### src/rtl/uart_tx_arb_ctrl.sv
// rtl/uart_tx_arb_ctrl.sv - two-requester round-robin UART transmit controller
//
// Purpose:
//   Picks one byte at a time from two valid/ready requesters, alternating between
//   them when both are waiting. It then sends the granted byte on tx as a UART
//   frame: start bit, DATA_W data bits LSB first, an optional parity bit, and a
//   stop bit. Each bit lasts OVERSAMPLE pulses of the external baud_tick.
//
// Optional feature macro:
//   UART_TX_PARITY_EN - adds a parity bit between the last data bit and the stop bit.
//                       PARITY_ODD selects odd (1) or even (0) parity.
//
// Ports:
//   clk         in   system clock, rising edge
//   rst         in   asynchronous active-low reset
//   baud_tick   in   one-clk pulse at OVERSAMPLE x baud rate
//   req0_valid  in   requester 0 holds a byte
//   req0_data   in   requester 0 byte
//   req0_ready  out  requester 0 byte accepted this cycle (combinational)
//   req1_valid  in   requester 1 holds a byte
//   req1_data   in   requester 1 byte
//   req1_ready  out  requester 1 byte accepted this cycle (combinational)
//   tx          out  serial line, idle high, registered
//   tx_busy     out  frame in progress, registered
//   grant_id    out  source of the current/last frame, registered

module uart_tx_arb_ctrl #(
  parameter int OVERSAMPLE = 8,
  parameter int DATA_W     = 8,
  parameter bit PARITY_ODD = 1'b0
) (
  input  logic              clk,
  input  logic              rst,
  input  logic              baud_tick,
  input  logic              req0_valid,
  input  logic [DATA_W-1:0] req0_data,
  output logic              req0_ready,
  input  logic              req1_valid,
  input  logic [DATA_W-1:0] req1_data,
  output logic              req1_ready,
  output logic              tx,
  output logic              tx_busy,
  output logic              grant_id
);

  localparam int TW = $clog2(OVERSAMPLE);
  localparam int BW = (DATA_W > 1) ? $clog2(DATA_W) : 1;

  localparam logic [TW-1:0] TICK_LAST = TW'(OVERSAMPLE - 1);
  localparam logic [BW-1:0] BIT_LAST  = BW'(DATA_W - 1);

  typedef enum logic [2:0] {
    S_IDLE,
    S_START,
    S_DATA,
    S_PARITY,
    S_STOP
  } state_t;

  state_t              state_q, state_d;
  logic                tx_q, tx_d;
  logic                busy_q, busy_d;
  logic                grant_q, grant_d;
  logic                last_grant_q, last_grant_d;
  logic [TW-1:0]       tick_q, tick_d;
  logic [BW-1:0]       bit_q, bit_d;
  logic [DATA_W-1:0]   shift_q, shift_d;

`ifdef UART_TX_PARITY_EN
  logic                parity_q, parity_d;
`else
  // Odd/even selection has no meaning without the parity bit.
  logic                unused_parity_odd;
  assign unused_parity_odd = PARITY_ODD;
`endif

  logic                pick0;
  logic                pick1;
  logic                accept;
  logic                bit_end;
  logic [DATA_W-1:0]   data_sel;

  // Round robin: requester 1 wins when it is alone or when requester 0 had the
  // previous grant; requester 0 wins every other case where it is valid.
  assign pick1   = req1_valid & (~req0_valid | ~last_grant_q);
  assign pick0   = req0_valid & ~pick1;
  assign accept  = (state_q == S_IDLE) & (pick0 | pick1);
  assign data_sel = pick1 ? req1_data : req0_data;

  // Ready depends on rst so nothing is handed over while the block is in reset.
  assign req0_ready = rst & (state_q == S_IDLE) & pick0;
  assign req1_ready = rst & (state_q == S_IDLE) & pick1;

  // A bit ends on the tick that completes OVERSAMPLE ticks in the current bit.
  assign bit_end = baud_tick & (tick_q == TICK_LAST);

  always_comb begin
    state_d      = state_q;
    tx_d         = tx_q;
    busy_d       = busy_q;
    grant_d      = grant_q;
    last_grant_d = last_grant_q;
    tick_d       = tick_q;
    bit_d        = bit_q;
    shift_d      = shift_q;
`ifdef UART_TX_PARITY_EN
    parity_d     = parity_q;
`endif

    // Ticks are only counted while a frame is in flight; in IDLE they are
    // ignored, so the start bit can be up to one tick period short.
    if (state_q != S_IDLE && baud_tick) begin
      tick_d = bit_end ? '0 : tick_q + 1'b1;
    end

    case (state_q)
      S_IDLE: begin
        if (accept) begin
          shift_d      = data_sel;
          grant_d      = pick1;
          last_grant_d = pick1;
          tick_d       = '0;
          bit_d        = '0;
          tx_d         = 1'b0;
          busy_d       = 1'b1;
          state_d      = S_START;
`ifdef UART_TX_PARITY_EN
          // Parity is taken from the byte as latched, before any shifting.
          parity_d     = PARITY_ODD ? ~^data_sel : ^data_sel;
`endif
        end
      end

      S_START: begin
        if (bit_end) begin
          tx_d    = shift_q[0];
          state_d = S_DATA;
        end
      end

      S_DATA: begin
        if (bit_end) begin
          if (bit_q == BIT_LAST) begin
`ifdef UART_TX_PARITY_EN
            tx_d    = parity_q;
            state_d = S_PARITY;
`else
            tx_d    = 1'b1;
            state_d = S_STOP;
`endif
          end else begin
            shift_d = shift_q >> 1;
            tx_d    = shift_d[0];
            bit_d   = bit_q + 1'b1;
          end
        end
      end

      S_PARITY: begin
        if (bit_end) begin
          tx_d    = 1'b1;
          state_d = S_STOP;
        end
      end

      S_STOP: begin
        // Dropping to IDLE here lets the next byte be accepted on the very next
        // edge, so frames can run back to back with tx held high in between.
        if (bit_end) begin
          busy_d  = 1'b0;
          state_d = S_IDLE;
        end
      end

      default: begin
        tx_d    = 1'b1;
        busy_d  = 1'b0;
        state_d = S_IDLE;
      end
    endcase
  end

  always_ff @(posedge clk or negedge rst) begin
    if (!rst) begin
      state_q      <= S_IDLE;
      tx_q         <= 1'b1;
      busy_q       <= 1'b0;
      grant_q      <= 1'b0;
      // Starting at 1 gives requester 0 the first grant when both are valid.
      last_grant_q <= 1'b1;
      tick_q       <= '0;
      bit_q        <= '0;
      shift_q      <= '0;
`ifdef UART_TX_PARITY_EN
      parity_q     <= 1'b0;
`endif
    end else begin
      state_q      <= state_d;
      tx_q         <= tx_d;
      busy_q       <= busy_d;
      grant_q      <= grant_d;
      last_grant_q <= last_grant_d;
      tick_q       <= tick_d;
      bit_q        <= bit_d;
      shift_q      <= shift_d;
`ifdef UART_TX_PARITY_EN
      parity_q     <= parity_d;
`endif
    end
  end

  assign tx       = tx_q;
  assign tx_busy  = busy_q;
  assign grant_id = grant_q;

endmodule

### config.mk
export PLATFORM = sky130hd
export DESIGN_NAME = uart_tx_arb_ctrl
export DESIGN_NICKNAME = d
export VERILOG_FILES = /design/src/rtl/uart_tx_arb_ctrl.sv
export SDC_FILE = /design/constraint.sdc
export NUM_CORES = 1
export LEC_CHECK = 0
export ABC_AREA = 1
export CORE_UTILIZATION = 54
export DETAILED_ROUTE_END_ITERATION = 10
export PLACE_DENSITY = 0.92
export SETUP_SLACK_MARGIN = 0.2
export SYNTH_ARGS = -nofsm -noshare
export SYNTH_HDL_FRONTEND = slang
export SYNTH_SLANG_ARGS = --single-unit
### constraint.sdc
create_clock -name clk -period 4.3 [get_ports clk]
set_input_delay 0.645 -clock clk [delete_from_list [all_inputs] [get_ports clk]]
set_output_delay 0.645 -clock clk [all_outputs]
set_load 0.02 [all_outputs]
==> summary.txt <==
status: completed
number of library cell types mapped by synthesis: 20
final period utilization: 73.4%
Leakage: 0.920 nW
unrepaired setup endpoints after global routing: false
Post-Route WL: 2730 um
setup violators final: 0
FF-to-FF End: shift_q[7]
starting density of the core: 57.9%
Min-Delay Startpoint: tx
largest net degree at the start of global routing: 22
r2r startpoint: bit_q[0]
Final ANT Viol Nets: 0
clock-pin slew on the worst setup and hold paths: 0.13 ns
post-CTS setup buffers: 0
DP Cell Count: 246
detailed-route DRC error count: 0
dominant cells by area after synthesis: dfrtp_1, nand2_1, nand3_1
hold_buf cts: 0
Synth Instances: 196
Slew Limit Headroom: 70.8%
DP Worst Slack: 1.16 ns
Peak Freq: 0.317 GHz
final std cells w/o fill: 250
Critical Path AT: 2.51 ns
multi-input logic area: 637 um2
Final min period: 3.16 ns
pwr dens: 594 nW/um2
max-cap violations: 0
Core ar.: 2250 um2
number of synthesized register bits: 21
drt wl/cell: 10.9 um
layout cells sized above 1: 5.86%
CTS tree: done
first-pass GRT wire length: 4680 um
area leader, netlist: dfrtp_1
Hold WS: 0.473 ns
Post-Route Skew: 0.0151 ns
GRT Util Overall: 24.4%
post-place instance area: 1570 um2
WHS Path Cells: 2
Setup CP Type: input pin to output pin
io pins: 26
Worst-Margin Slew: 0.437 ns
setup TNS: 0 ns
register area: 528 um2
CP Max Fanout: 10
initial antenna violation count: 0
final hold viol count: 0
GP Congestion: 0.857
row count: 17
Max VDD drop: 477 uV
Vias: 1244
# nets final: 248
worst skew pair latency: 0.32 ns
CTS root buffer: clkbuf_4
vias per cell: 4.98
die width: 51.2 um
synthesized area: 1310 um2
Area growth, synth to finish: 22.3%
1st-pass router iterations: 4
die height: 51.2 um
critical path launch point type: input pin
top cell type's share of synthesized area: 36.4%
clock sinks: 21
DP Wirelength: 2100 um
Port Buffers: 25
Worst R2R Path Depth: 8
antenna cells: 0
clock tree buffer depth: 2
total global routing overflow: 0
worst hold endpoint: tx
TritonCTS buffer count: 3
HP Class: register to register
Max H-tree Level: 1
Finished Cell Area: 1600 um2
initial drt markers: 30
Syn Area/Cell: 6.66 um2
required time worst endpoint: 3.65 ns
syn nets: 221
nature of the critical path endpoint: output pin
worst setup margin: 1.14 ns
Slew Limit Fails: 0
sequential share of the synthesized area: 40.4%
Fill cells: 214
Die ar.: 2620 um2
R2R Setup Slk: 2.65 ns
PostCTS Resize Cnt: 0
warnings from Yosys: 0
vias in the first global route: 1146
[kinds of logic (layout without fill, tap and decap cells)]
group           after synthesis  in the layout  synth area share (%)
compound gates                8              8                  3.26
fa+ha+maj                     4              4                  3.83
buf+inv                      34             60                  10.8
flops                        21             21                  40.4
simple gates                129            129                  41.7
[power breakdown]
part,switching [mW],total [mW],internal [mW]
logic,0.301,0.483,0.182
registers,0.0697,0.367,0.297
clock network,0.0646,0.0994,0.0348
[how the worst max path moves through the flow]
stage / endpoint / from / slack (ns) / cells past startpoint
floorplan: req0_ready / req0_valid / 2.13 / 4
global placement: req0_ready / req0_valid / 1.20 / 6
CTS: req0_ready / req0_valid / 1.15 / 6
global route: req1_ready / req0_valid / 1.00 / 7
finish: req1_ready / req0_valid / 1.14 / 7
detailed placement: req0_ready / req0_valid / 1.16 / 6
[through the flow]
stage / power [mW] / util, %
finish: 0.948 / 70.9
global route: 1.04 / 70.9
CTS: 0.953 / 70.9
detailed placement: 0.851 / 69.6
global placement: 0.831 / 69.6
floorplan: 0.733 / -
[synth_stat cells, drive strengths merged]
cell type,count
nand2,90
inv,30
nand3,22
dfrtp,19
nor2,14
o21ai,6
buf,4
ha,4
dfstp,2
nor3,2
a21boi,1
a21oi,1
nand4,1
[final cells by class]
type	instances	area share, %
timing repair buffer	26	16.1
sequential	21	33.0
inverter	30	7.05
clock inverter	1	0.313
tap	28	2.19
clock buffer	3	1.41
multi-input combinational	141	39.9
[registers in the layout (all words and copies together) (netlist names)]
signal and flops:
shift_q 8, bit_q 3, state_q 3, tick_q 3, grant_id 1, last_grant_q 1
tx 1, tx_busy 1
[per-layer routing]
layer  global-route usage [%]  part of all wire [%]
met5                        0                     0
met4                     16.7                   3.0
met3                     3.87                   3.4
met2                     38.2                    45
met1                     30.6                    48
[cells in the final DEF (no fill, tap or decap), drive strengths merged, types with 2 or more instances in the layout]
| cell type | synthesis | layout |
|---|---|---|
| inv | 30 | 30 |
| dfstp | 2 | 2 |
| ha | 4 | 4 |
| nor2 | 14 | 14 |
| clkbuf | 0 | 3 |
| clkdlybuf4s50 | 0 | 25 |
| dfrtp | 19 | 19 |
| nor3 | 2 | 2 |
| nand2 | 90 | 90 |
| nand3 | 22 | 22 |
| o21ai | 6 | 6 |
[critical path, stage by stage]
cell and delay, ns:
clkdlybuf4s50_1 0.44, nand2_1 0.21, nand2_1 0.25, inv_1 0.13, nand2_1 0.09, nor2_1 0.12, clkdlybuf4s50_1 0.62
No activity file was read; power rests on OpenSTA's default activity.
